$ cat config.mk
export PLATFORM = sky130hd
export DESIGN_NAME = i2c_mem_slave
export DESIGN_NICKNAME = d
export VERILOG_FILES = /design/src/rtl/i2c_rtl_pkg.sv /design/src/rtl/i2c_line_filter.sv /design/src/rtl/i2c_mem_slave.sv
export SDC_FILE = /design/constraint.sdc
export NUM_CORES = 1
export LEC_CHECK = 0
export BUFFER_PORTS_ARGS = -buffer_cell sky130_fd_sc_hd__buf_4
export CAP_MARGIN = 10
export CORE_UTILIZATION = 35
export DETAILED_ROUTE_END_ITERATION = 10
export GPL_ROUTABILITY_DRIVEN = 0
export PLACE_DENSITY_LB_ADDON = 0.15
export SYNTH_ARGS = -nofsm -noshare
export SYNTH_HDL_FRONTEND = slang
export SYNTH_SLANG_ARGS = --single-unit
$ cat constraint.sdc
create_clock -name clk_i -period 2.75 [get_ports clk_i]
set_input_delay 0.275 -clock clk_i [delete_from_list [all_inputs] [get_ports clk_i]]
set_output_delay 0.275 -clock clk_i [all_outputs]
set_load 0.03 [all_outputs]
$ cat src/rtl/i2c_rtl_pkg.sv
// Shared types, widths and helpers for the I2C memory slave.
package i2c_rtl_pkg;

  localparam int I2C_ADDR_W = 7;
  localparam int I2C_BYTE_W = 8;

  typedef enum logic [3:0] {
    StIdle,
    StAddr,
    StAddrAck,
    StPtr,
    StPtrAck,
    StWdata,
    StWdataAck,
    StRdata,
    StRdataAck,
    StWaitStop
  } i2c_slv_state_t;

  function automatic bit is_power_of_2(input int unsigned v);
    return (v != 0) && ((v & (v - 1)) == 0);
  endfunction

endpackage

$ cat src/rtl/i2c_line_filter.sv
// Two-flop synchroniser plus stability filter for one I2C line, with edge pulses
// that are high in the same cycle the filtered level takes its new value.
module i2c_line_filter #(
  parameter int unsigned FILTER_LEN = 3
) (
  input  logic clk_i,
  input  logic rst_i,
  input  logic line_i,
  output logic level_o,
  output logic rise_o,
  output logic fall_o
);

  localparam int unsigned CW = $clog2(FILTER_LEN + 1);

  logic [1:0]    sync_q;
  logic          level_q;
  logic          rise_q;
  logic          fall_q;
  logic [CW-1:0] cnt_q;

  // Synchronise, then accept a new level only after FILTER_LEN stable cycles.
  always_ff @(posedge clk_i) begin
    if (rst_i) begin
      sync_q  <= 2'b11;
      level_q <= 1'b1;
      rise_q  <= 1'b0;
      fall_q  <= 1'b0;
      cnt_q   <= '0;
    end else begin
      sync_q <= {sync_q[0], line_i};
      rise_q <= 1'b0;
      fall_q <= 1'b0;
      if (sync_q[1] != level_q) begin
        if (cnt_q == CW'(FILTER_LEN - 1)) begin
          level_q <= sync_q[1];
          rise_q  <= sync_q[1];
          fall_q  <= ~sync_q[1];
          cnt_q   <= '0;
        end else begin
          cnt_q <= cnt_q + 1'b1;
        end
      end else begin
        cnt_q <= '0;
      end
    end
  end

  assign level_o = level_q;
  assign rise_o  = rise_q;
  assign fall_o  = fall_q;

endmodule

$ cat src/rtl/i2c_mem_slave.sv
// I2C slave with a byte-addressed register file, auto-incrementing pointer and
// optional clock stretching after every acknowledge bit.
module i2c_mem_slave
  import i2c_rtl_pkg::*;
#(
  parameter logic [I2C_ADDR_W-1:0] SLAVE_ADDR     = 7'h22,
  parameter int unsigned           MEM_DEPTH      = 16,
  parameter int unsigned           FILTER_LEN     = 3,
  parameter int unsigned           STRETCH_CYCLES = 0,
  localparam int unsigned          PTR_W          = $clog2(MEM_DEPTH)
) (
  input  logic                  clk_i,
  input  logic                  rst_i,
  input  logic                  scl_i,
  input  logic                  sda_i,
  output logic                  scl_o,
  output logic                  sda_o,
  output logic                  busy_o,
  output logic                  wr_stb_o,
  output logic [PTR_W-1:0]      wr_ptr_o,
  output logic [I2C_BYTE_W-1:0] wr_data_o
);

  localparam int unsigned SW = (STRETCH_CYCLES > 0) ? $clog2(STRETCH_CYCLES + 1) : 1;

  if (!is_power_of_2(MEM_DEPTH) || MEM_DEPTH < 2 || MEM_DEPTH > 256) begin : g_depth_check
    $error("MEM_DEPTH must be a power of 2 in 2..256");
  end

  logic scl_lvl, scl_rise, scl_fall;
  logic sda_lvl, sda_rise, sda_fall;

  i2c_line_filter #(.FILTER_LEN(FILTER_LEN)) u_scl_filter (
    .clk_i  (clk_i),
    .rst_i  (rst_i),
    .line_i (scl_i),
    .level_o(scl_lvl),
    .rise_o (scl_rise),
    .fall_o (scl_fall)
  );

  i2c_line_filter #(.FILTER_LEN(FILTER_LEN)) u_sda_filter (
    .clk_i  (clk_i),
    .rst_i  (rst_i),
    .line_i (sda_i),
    .level_o(sda_lvl),
    .rise_o (sda_rise),
    .fall_o (sda_fall)
  );

  // Edge pulses coincide with the new level, so scl_lvl here is the level during the sda edge.
  logic start_det, stop_det;
  assign start_det = sda_fall & scl_lvl;
  assign stop_det  = sda_rise & scl_lvl;

  i2c_slv_state_t          state_q, state_d;
  logic [3:0]              bit_cnt_q, bit_cnt_d;
  logic [I2C_BYTE_W-1:0]   shreg_q, shreg_d;
  logic [PTR_W-1:0]        ptr_q, ptr_d;
  logic                    rw_q, rw_d;
  logic                    sda_q, sda_d;
  logic                    busy_q, busy_d;
  logic                    nack_q, nack_d;
  logic [SW-1:0]           stretch_q, stretch_d;
  logic                    wr_stb_q, wr_stb_d;
  logic [PTR_W-1:0]        wr_ptr_q, wr_ptr_d;
  logic [I2C_BYTE_W-1:0]   wr_data_q, wr_data_d;
  logic [I2C_BYTE_W-1:0]   mem_q [MEM_DEPTH];

  logic [I2C_BYTE_W-1:0] shifted;
  logic [I2C_BYTE_W-1:0] rd_byte;
  assign shifted = {shreg_q[I2C_BYTE_W-2:0], sda_lvl};
  assign rd_byte = mem_q[ptr_q];

  // Next-state logic: bus conditions first, then per-state bit handling.
  always_comb begin
    state_d   = state_q;
    bit_cnt_d = bit_cnt_q;
    shreg_d   = shreg_q;
    ptr_d     = ptr_q;
    rw_d      = rw_q;
    sda_d     = sda_q;
    busy_d    = busy_q;
    nack_d    = nack_q;
    stretch_d = (stretch_q != '0) ? stretch_q - 1'b1 : '0;
    wr_stb_d  = 1'b0;
    wr_ptr_d  = wr_ptr_q;
    wr_data_d = wr_data_q;

    if (stop_det) begin
      state_d = StIdle;
      sda_d   = 1'b1;
      busy_d  = 1'b0;
      nack_d  = 1'b0;
    end else if (start_det) begin
      state_d   = StAddr;
      sda_d     = 1'b1;
      bit_cnt_d = '0;
      nack_d    = 1'b0;
    end else begin
      unique case (state_q)
        StIdle: ;
        StAddr: begin
          if (scl_rise) begin
            shreg_d   = shifted;
            bit_cnt_d = bit_cnt_q + 4'd1;
          end else if (scl_fall && bit_cnt_q == 4'd8) begin
            bit_cnt_d = '0;
            if (shreg_q[I2C_BYTE_W-1:1] == SLAVE_ADDR) begin
              state_d = StAddrAck;
              sda_d   = 1'b0;
              busy_d  = 1'b1;
              rw_d    = shreg_q[0];
            end else begin
              state_d = StWaitStop;
              busy_d  = 1'b0;
            end
          end
        end
        StAddrAck: begin
          if (scl_fall) begin
            stretch_d = SW'(STRETCH_CYCLES);
            if (rw_q) begin
              state_d = StRdata;
              shreg_d = rd_byte;
              sda_d   = rd_byte[I2C_BYTE_W-1];
            end else begin
              state_d = StPtr;
              sda_d   = 1'b1;
            end
          end
        end
        StPtr: begin
          if (scl_rise) begin
            shreg_d   = shifted;
            bit_cnt_d = bit_cnt_q + 4'd1;
          end else if (scl_fall && bit_cnt_q == 4'd8) begin
            ptr_d     = shreg_q[PTR_W-1:0];
            sda_d     = 1'b0;
            bit_cnt_d = '0;
            state_d   = StPtrAck;
          end
        end
        StPtrAck, StWdataAck: begin
          if (scl_fall) begin
            stretch_d = SW'(STRETCH_CYCLES);
            sda_d     = 1'b1;
            state_d   = StWdata;
          end
        end
        StWdata: begin
          if (scl_rise) begin
            shreg_d   = shifted;
            bit_cnt_d = bit_cnt_q + 4'd1;
            if (bit_cnt_q == 4'd7) begin
              wr_stb_d  = 1'b1;
              wr_ptr_d  = ptr_q;
              wr_data_d = shifted;
              ptr_d     = ptr_q + 1'b1;
            end
          end else if (scl_fall && bit_cnt_q == 4'd8) begin
            sda_d     = 1'b0;
            bit_cnt_d = '0;
            state_d   = StWdataAck;
          end
        end
        StRdata: begin
          if (scl_fall) begin
            if (bit_cnt_q == 4'd7) begin
              sda_d     = 1'b1;
              bit_cnt_d = '0;
              ptr_d     = ptr_q + 1'b1;
              state_d   = StRdataAck;
            end else begin
              shreg_d   = shreg_q << 1;
              sda_d     = shreg_q[I2C_BYTE_W-2];
              bit_cnt_d = bit_cnt_q + 4'd1;
            end
          end
        end
        StRdataAck: begin
          // A NACK leaves the state on the rise, so a fall here always follows an ACK.
          if (scl_rise) begin
            if (sda_lvl) begin
              state_d = StWaitStop;
              busy_d  = 1'b0;
              nack_d  = 1'b1;
            end
          end else if (scl_fall) begin
            stretch_d = SW'(STRETCH_CYCLES);
            shreg_d   = rd_byte;
            sda_d     = rd_byte[I2C_BYTE_W-1];
            bit_cnt_d = '0;
            state_d   = StRdata;
          end
        end
        StWaitStop: begin
          // Stretch once after the master's NACK bit, then ignore the bus.
          if (scl_fall && nack_q) begin
            stretch_d = SW'(STRETCH_CYCLES);
            nack_d    = 1'b0;
          end
        end
        default: state_d = StIdle;
      endcase
    end
  end

  // State, datapath and register-file update.
  always_ff @(posedge clk_i) begin
    if (rst_i) begin
      state_q   <= StIdle;
      bit_cnt_q <= '0;
      shreg_q   <= '0;
      ptr_q     <= '0;
      rw_q      <= 1'b0;
      sda_q     <= 1'b1;
      busy_q    <= 1'b0;
      nack_q    <= 1'b0;
      stretch_q <= '0;
      wr_stb_q  <= 1'b0;
      wr_ptr_q  <= '0;
      wr_data_q <= '0;
      for (int i = 0; i < int'(MEM_DEPTH); i++) mem_q[i] <= '0;
    end else begin
      state_q   <= state_d;
      bit_cnt_q <= bit_cnt_d;
      shreg_q   <= shreg_d;
      ptr_q     <= ptr_d;
      rw_q      <= rw_d;
      sda_q     <= sda_d;
      busy_q    <= busy_d;
      nack_q    <= nack_d;
      stretch_q <= stretch_d;
      wr_stb_q  <= wr_stb_d;
      wr_ptr_q  <= wr_ptr_d;
      wr_data_q <= wr_data_d;
      if (wr_stb_d) mem_q[wr_ptr_d] <= wr_data_d;
    end
  end

  assign scl_o     = (stretch_q == '0);
  assign sda_o     = sda_q;
  assign busy_o    = busy_q;
  assign wr_stb_o  = wr_stb_q;
  assign wr_ptr_o  = wr_ptr_q;
  assign wr_data_o = wr_data_q;

endmodule

---- After elaboration in Yosys (flattened, before gate mapping) ----
Memory sizes are Yosys's and may differ from the RTL's. A register that Yosys moved wholly into a read port is not among the register bits.
Index checks and enable logic that the tools add are counted.
word-level totals
  flip-flop bits (word level) ............. 52
  bits in latches ......................... 0
  bits in writable memories ............... 128
  ROM bits ................................ 0
  bits of input ports ..................... 4
  output and inout bits ................... 16
  memories kept ........................... 1
operators by class
  $add $sub $neg .......................... 5
  multipliers ............................. 0
  div/mod/pow operators ................... 0
  order comparisons ....................... 0
  equality and inequality tests ........... 56
  shift-type cells ........................ 0
  muxes and demuxes ....................... 94
  bitwise gates (word level) .............. 13
  reduce and logical (&&, ||, !) cells .... 32
memory list
  memory  words  width  rd ports  clocked after memory_dff  wr ports  line                 RTL
  mem_q   16     8      1         1                         16        i2c_mem_slave.sv:68  logic [I2C_BYTE_W-1:0] mem_q [MEM_DEPTH];
operators with widths
  cell                 number
  $mux 4               34
  $mux 8               13
  $mux 1               38
  $pmux 4 s8           1
  $pmux 8 s4           1
  $ne 2x2->1 const B   13
  $reduce_and 13->1    2
  $ne 3x3->1 const B   8
  $pmux 4 s3           2
  $reduce_or 3->1      7
  $eq 4x3->1 const B   5
  $ne 2x1->1 const B   10
  $reduce_and 6->1     3
  $ne 3x2->1 const B   5
  $eq 4x4->1 const B   3
  $not 1->1            11
  $reduce_and 11->1    1
  $reduce_and 10->1    1
  $add 4x1->4 const B  2
  $eq 4x2->1 const B   2
  $reduce_bool 4->1    2
  $reduce_or 2->1      4
  $reduce_or 8->1      1
  $eq 7x6->1 const B   1
  22 further kinds     30

---- Longest topological paths before layout ----
  word-level depth ........................ 11
  mapped depth ............................ 8
  mapped depth without buffers ............ 7

---- Cells and area by module ----
A second synthesis with hierarchy kept.
unflattened totals
  cells, all modules ...................... 701
  area, all modules ....................... 8346.8 sq um
by module, submodules not included
  module           instances  cells an instance  area each (sq um)  sequential area each (sq um)
  i2c_mem_slave    1          665                7883.8             4644.5
  i2c_line_filter  2          18                 231.5              140.1

---- Worst setup path after synthesis ----
No wires, ideal clock.
  kind .................................... register to register
  start point ............................. register bit_cnt_q[0]
  end point ............................... memory mem_q[7][0], enable pin
  library setup time ...................... 0.330 ns
  data arrival time ....................... 1.993 ns
  required time ........................... 2.420 ns
  path slack .............................. 0.427 ns
  stages on the path, launching flop included .. 7
  path buffers ............................ 0
  clock period less this slack ............ 2.323 ns
  cells stage by stage .................... dfxtp_1 ha_1 nand3b_1 or4_1 nor4_2 nand3_1 nand2_1
RTL lines
  element                   line                  RTL
  start: declaration        i2c_mem_slave.sv:57   logic [3:0] bit_cnt_q, bit_cnt_d;
  start signal: assignment  i2c_mem_slave.sv:227  bit_cnt_q <= bit_cnt_d;
  end: declaration          i2c_mem_slave.sv:68

==> run_results.csv <==
group,metric,value,unit
sta,fmax,390,MHz
sta,setup-tns-final,0,ns
sta,slew_headroom,54.1,%
power,p_sw,1190,uW
setup_path,cpMaxStageDelayCell,"or4_1",
finish,num_antenna_cells,0,
logic_synthesis,synthFlopType,"edfxtp_1",
global_route,grt_util_all_layers,19.4,%
setup_path,path_cells,"ha_1 -> nand3b_1 -> or4_1 -> nor4_2 -> buf_4 -> nand2_1 -> nand2_1",
sta,hold_viol_final,0,
setup_path,cpPeakStageDelay,0.61,ns
logic_synthesis,synth_top_cell_area_share,45.4,%
run_status,outcome,"finished clean",
hold_path,hold_path_class,"in -> reg",
logic_synthesis,avgSynthCellArea,11.7,sq um
die,die_area,24800,sq um
sta,min_period,2.56,ns
finish,nFillCells,2234,
routing,dr_total_vias,5862,
routing,drt-total-wl,22800,microns
routing,first_pass_iters,5,
logic_synthesis,synthTopCellsByArea,"edfxtp_1, dfxtp_1, mux4_2, nor2_1, mux2i_1",
power,internal-power,4750,uW
global_route,grt_use_met2,32.5,%
die,core_area,23600,sq um
global_route,grtUsageMet3,3.58,%
placed_design,io_buffer_count,18,
flow_run,cap_viol_max_count,0,
clock_network,numClockSinks,182,
placed_design,hpwl,15800,microns
power,p_leak,0.00319,uW
die,rows,56,
setup_path,cp-start-kind,"flop",
power,swShare,20.1,%
power,p_seq_share,50.9,%
logic_synthesis,ys_types,62,
die,die_w,157,microns
power,clockPowerShare,47.1,%
sta,tightestPinTransition,0.687,ns
routing,drt-initial-drc-count,636,
logic_synthesis,synthesis.nets,729,
sta,setup_viol,0,
global_route,grt_busiest_layer,"met2",
logic_synthesis,async_flop_share,0,%
sta,period_share,93.2,%
setup_path,cp_max_fo,8,
clock_network,cts_tree,"built",
global_route,grt_use_met1,24.8,%
logic_synthesis,ys_ff_latch,182,
power,power_density,603,nW/um^2
logic_synthesis,syn-cell-area,8460,sq um
clock_network,clk_latency,0.43,ns
finish,postLayoutCoreUtil,41.7,%
die,die_h,157,microns
clock_network,clockBufferDepth,2,
die,ios,20,
global_route,antenna_found_initial,0,
setup_path,crit_top_cell,"nand2_1",
power,vdd_ir_drop_max,0.276,mV
routing,drc,0,
routing,ant_nets,0,
setup_path,cp-end-kind,"flop",
setup_path,path_class,"reg -> reg",
clock_network,post_cts_buffers,0,
finish,drive_gt1_share,20.4,%
finish,nets,759,
global_route,overflow,0,
logic_synthesis,synth_edf_count,128,
power,combPwrFrac,2.0,%
setup_path,worstPathArrival,2.66,ns
clock_network,htreeDepth,4,
routing,viasPerCell,5.42,
die,initial_core_util,35.8,%
setup_path,crit_required,2.85,ns
placed_design,dpl_worst_slack,0.171,ns
finish,syn_to_final_growth,16.4,%
clock_network,root_buffer,"clkbuf_16",
global_route,grt_max_degree,32,
logic_synthesis,syn_inst,720,
logic_synthesis,ys_warn_count,0,
global_route,grt_pass1_wl,34500,microns
clock_network,numCtsBuffers,17,
sta,skew,0.0146,ns
sta,layout_setup_ws,0.186,ns
routing,wl_per_cell,21.1,microns
sta,final-max-slew-violation-count,0,
logic_synthesis,ys_seq_area_share,58.2,%
logic_synthesis,yosys.area.top_type,"edfxtp_1",
sta,rsz0062_at_grt,"false",
logic_synthesis,synthTopCellsByCount,"nor2_1, edfxtp_1, nand2_1, dfxtp_1, clkbuf_1",
logic_synthesis,yosysMostFrequentCell,"nor2_1",
clock_network,clk_pin_slew_worst_paths,0.07,ns
global_route,grt_pass1_vias,5792,
cell families after synthesis:
logic type / count (synthesis) / synth area share, %
mux: 68 / 13.0
xor+xnor: 3 / 0.311
flops: 182 / 58.2
other cells: 1 / 0.0443
fa+ha+maj: 5 / 0.740
simple gates: 300 / 16.3
buf+inv: 65 / 3.40
compound gates: 96 / 7.99
layer usage:
layer	up-vias	share of wire [%]
met2	196	50
met5	-	0
met4	0	3.0
met3	41	5.1
met1	2933	42
li1	2692	-
state kept, by name, indices dropped and copies added, names as in the netlist, 2 cells and up, named ones only:
| signal | count |
|---|---|
| bit_cnt_q | 4 |
| u_sda_filter.sync_q | 2 |
| ptr_q | 4 |
| u_scl_filter.cnt_q | 2 |
| shreg_q | 8 |
| state_q | 4 |
| mem_q | 128 |
| wr_ptr_o | 4 |
| u_scl_filter.sync_q | 2 |
| wr_data_o | 8 |
| u_sda_filter.cnt_q | 2 |
metrics by stage:
| step | instance area, sq um | cells | total power, uW | hold WS (ns) |
|---|---|---|---|---|
| finish | 9850 | 1082 | 5940 | 0.0232 |
| global route | 9850 | 1082 | 6110 | 0.0122 |
| CTS | 9830 | 1082 | 5990 | 0.00290 |
| detailed placement | 9150 | 1049 | 3200 | 0.397 |
| global placement | 9150 | 1049 | 3200 | 0.393 |
| floorplan | 8460 | 720 | 3140 | 0.379 |
layout by cell type (no fill, tap or decap), types with 5 or more instances in the layout:
| master | n |
|---|---|
| nor2_1 | 158 |
| edfxtp_1 | 128 |
| nand2_1 | 59 |
| buf_4 | 59 |
| dfxtp_1 | 53 |
| mux4_2 | 33 |
| mux2i_1 | 27 |
| a21oi_1 | 22 |
| clkbuf_16 | 17 |
| o21ai_0 | 14 |
| inv_1 | 12 |
| nand3_1 | 12 |
| o211ai_1 | 11 |
| and2_1 | 9 |
| nand2b_1 | 8 |
| or2_2 | 7 |
| mux2_2 | 7 |
| a311oi_1 | 7 |
| bufinv_16 | 6 |
| nand3b_1 | 5 |
| nand4_1 | 5 |
| ha_1 | 5 |
layout make-up:
cell class                 instances  area, sq um  share of cell area [%]
clock buffer                      17          425                    4.32
clock inverter                    15          245                    2.49
inverter                          12         45.0                   0.457
multi-input combinational        473         3270                    33.2
sequential                       182         4930                    50.0
tap                              319          399                    4.05
timing repair buffer              64          533                    5.41
critical path, delay by kind of cell (launching register included):
kind / cells / cell delay, ns
buffers and inverters: 1 / 0.20
adders and majority gates: 1 / 0.24
DFF: 1 / 0.39
and+or+nand+nor: 5 / 1.42
power by group through the flow:
stage / registers [uW] / clock network, uW / logic, uW
5_1_grt: 3030 / 2950 / 129
4_1_cts: 3020 / 2850 / 120
2_1_floorplan: 3060 / 0 / 80.6
3_5_place_dp: 3080 / 0 / 119
6_report: 3020 / 2800 / 120
3_3_place_gp: 3080 / 0 / 116
path summary, 6_finish.rpt:
| kind | startpoint | endpoint | slack (ns) | depth (start not counted) |
|---|---|---|---|---|
| hold reg to reg | u_sda_filter.cnt_q[0] | u_sda_filter.cnt_q[0] | 0.41 | 1 |
| setup reg to reg | bit_cnt_q[0] | mem_q[4][2] | 0.19 | 7 |
| setup / recovery | bit_cnt_q[0] | mem_q[4][2] | 0.19 | 7 |
| hold / removal | scl_i | u_scl_filter.sync_q[0] | 0.02 | 2 |
what timing repair did:
item,CTS,global route
hold buffers,1,0
endpoints found under the setup margin,0,40
hold endpoints to repair,1,0
gates resized for setup,0,4
No activity file was read; power rests on OpenSTA's default activity.
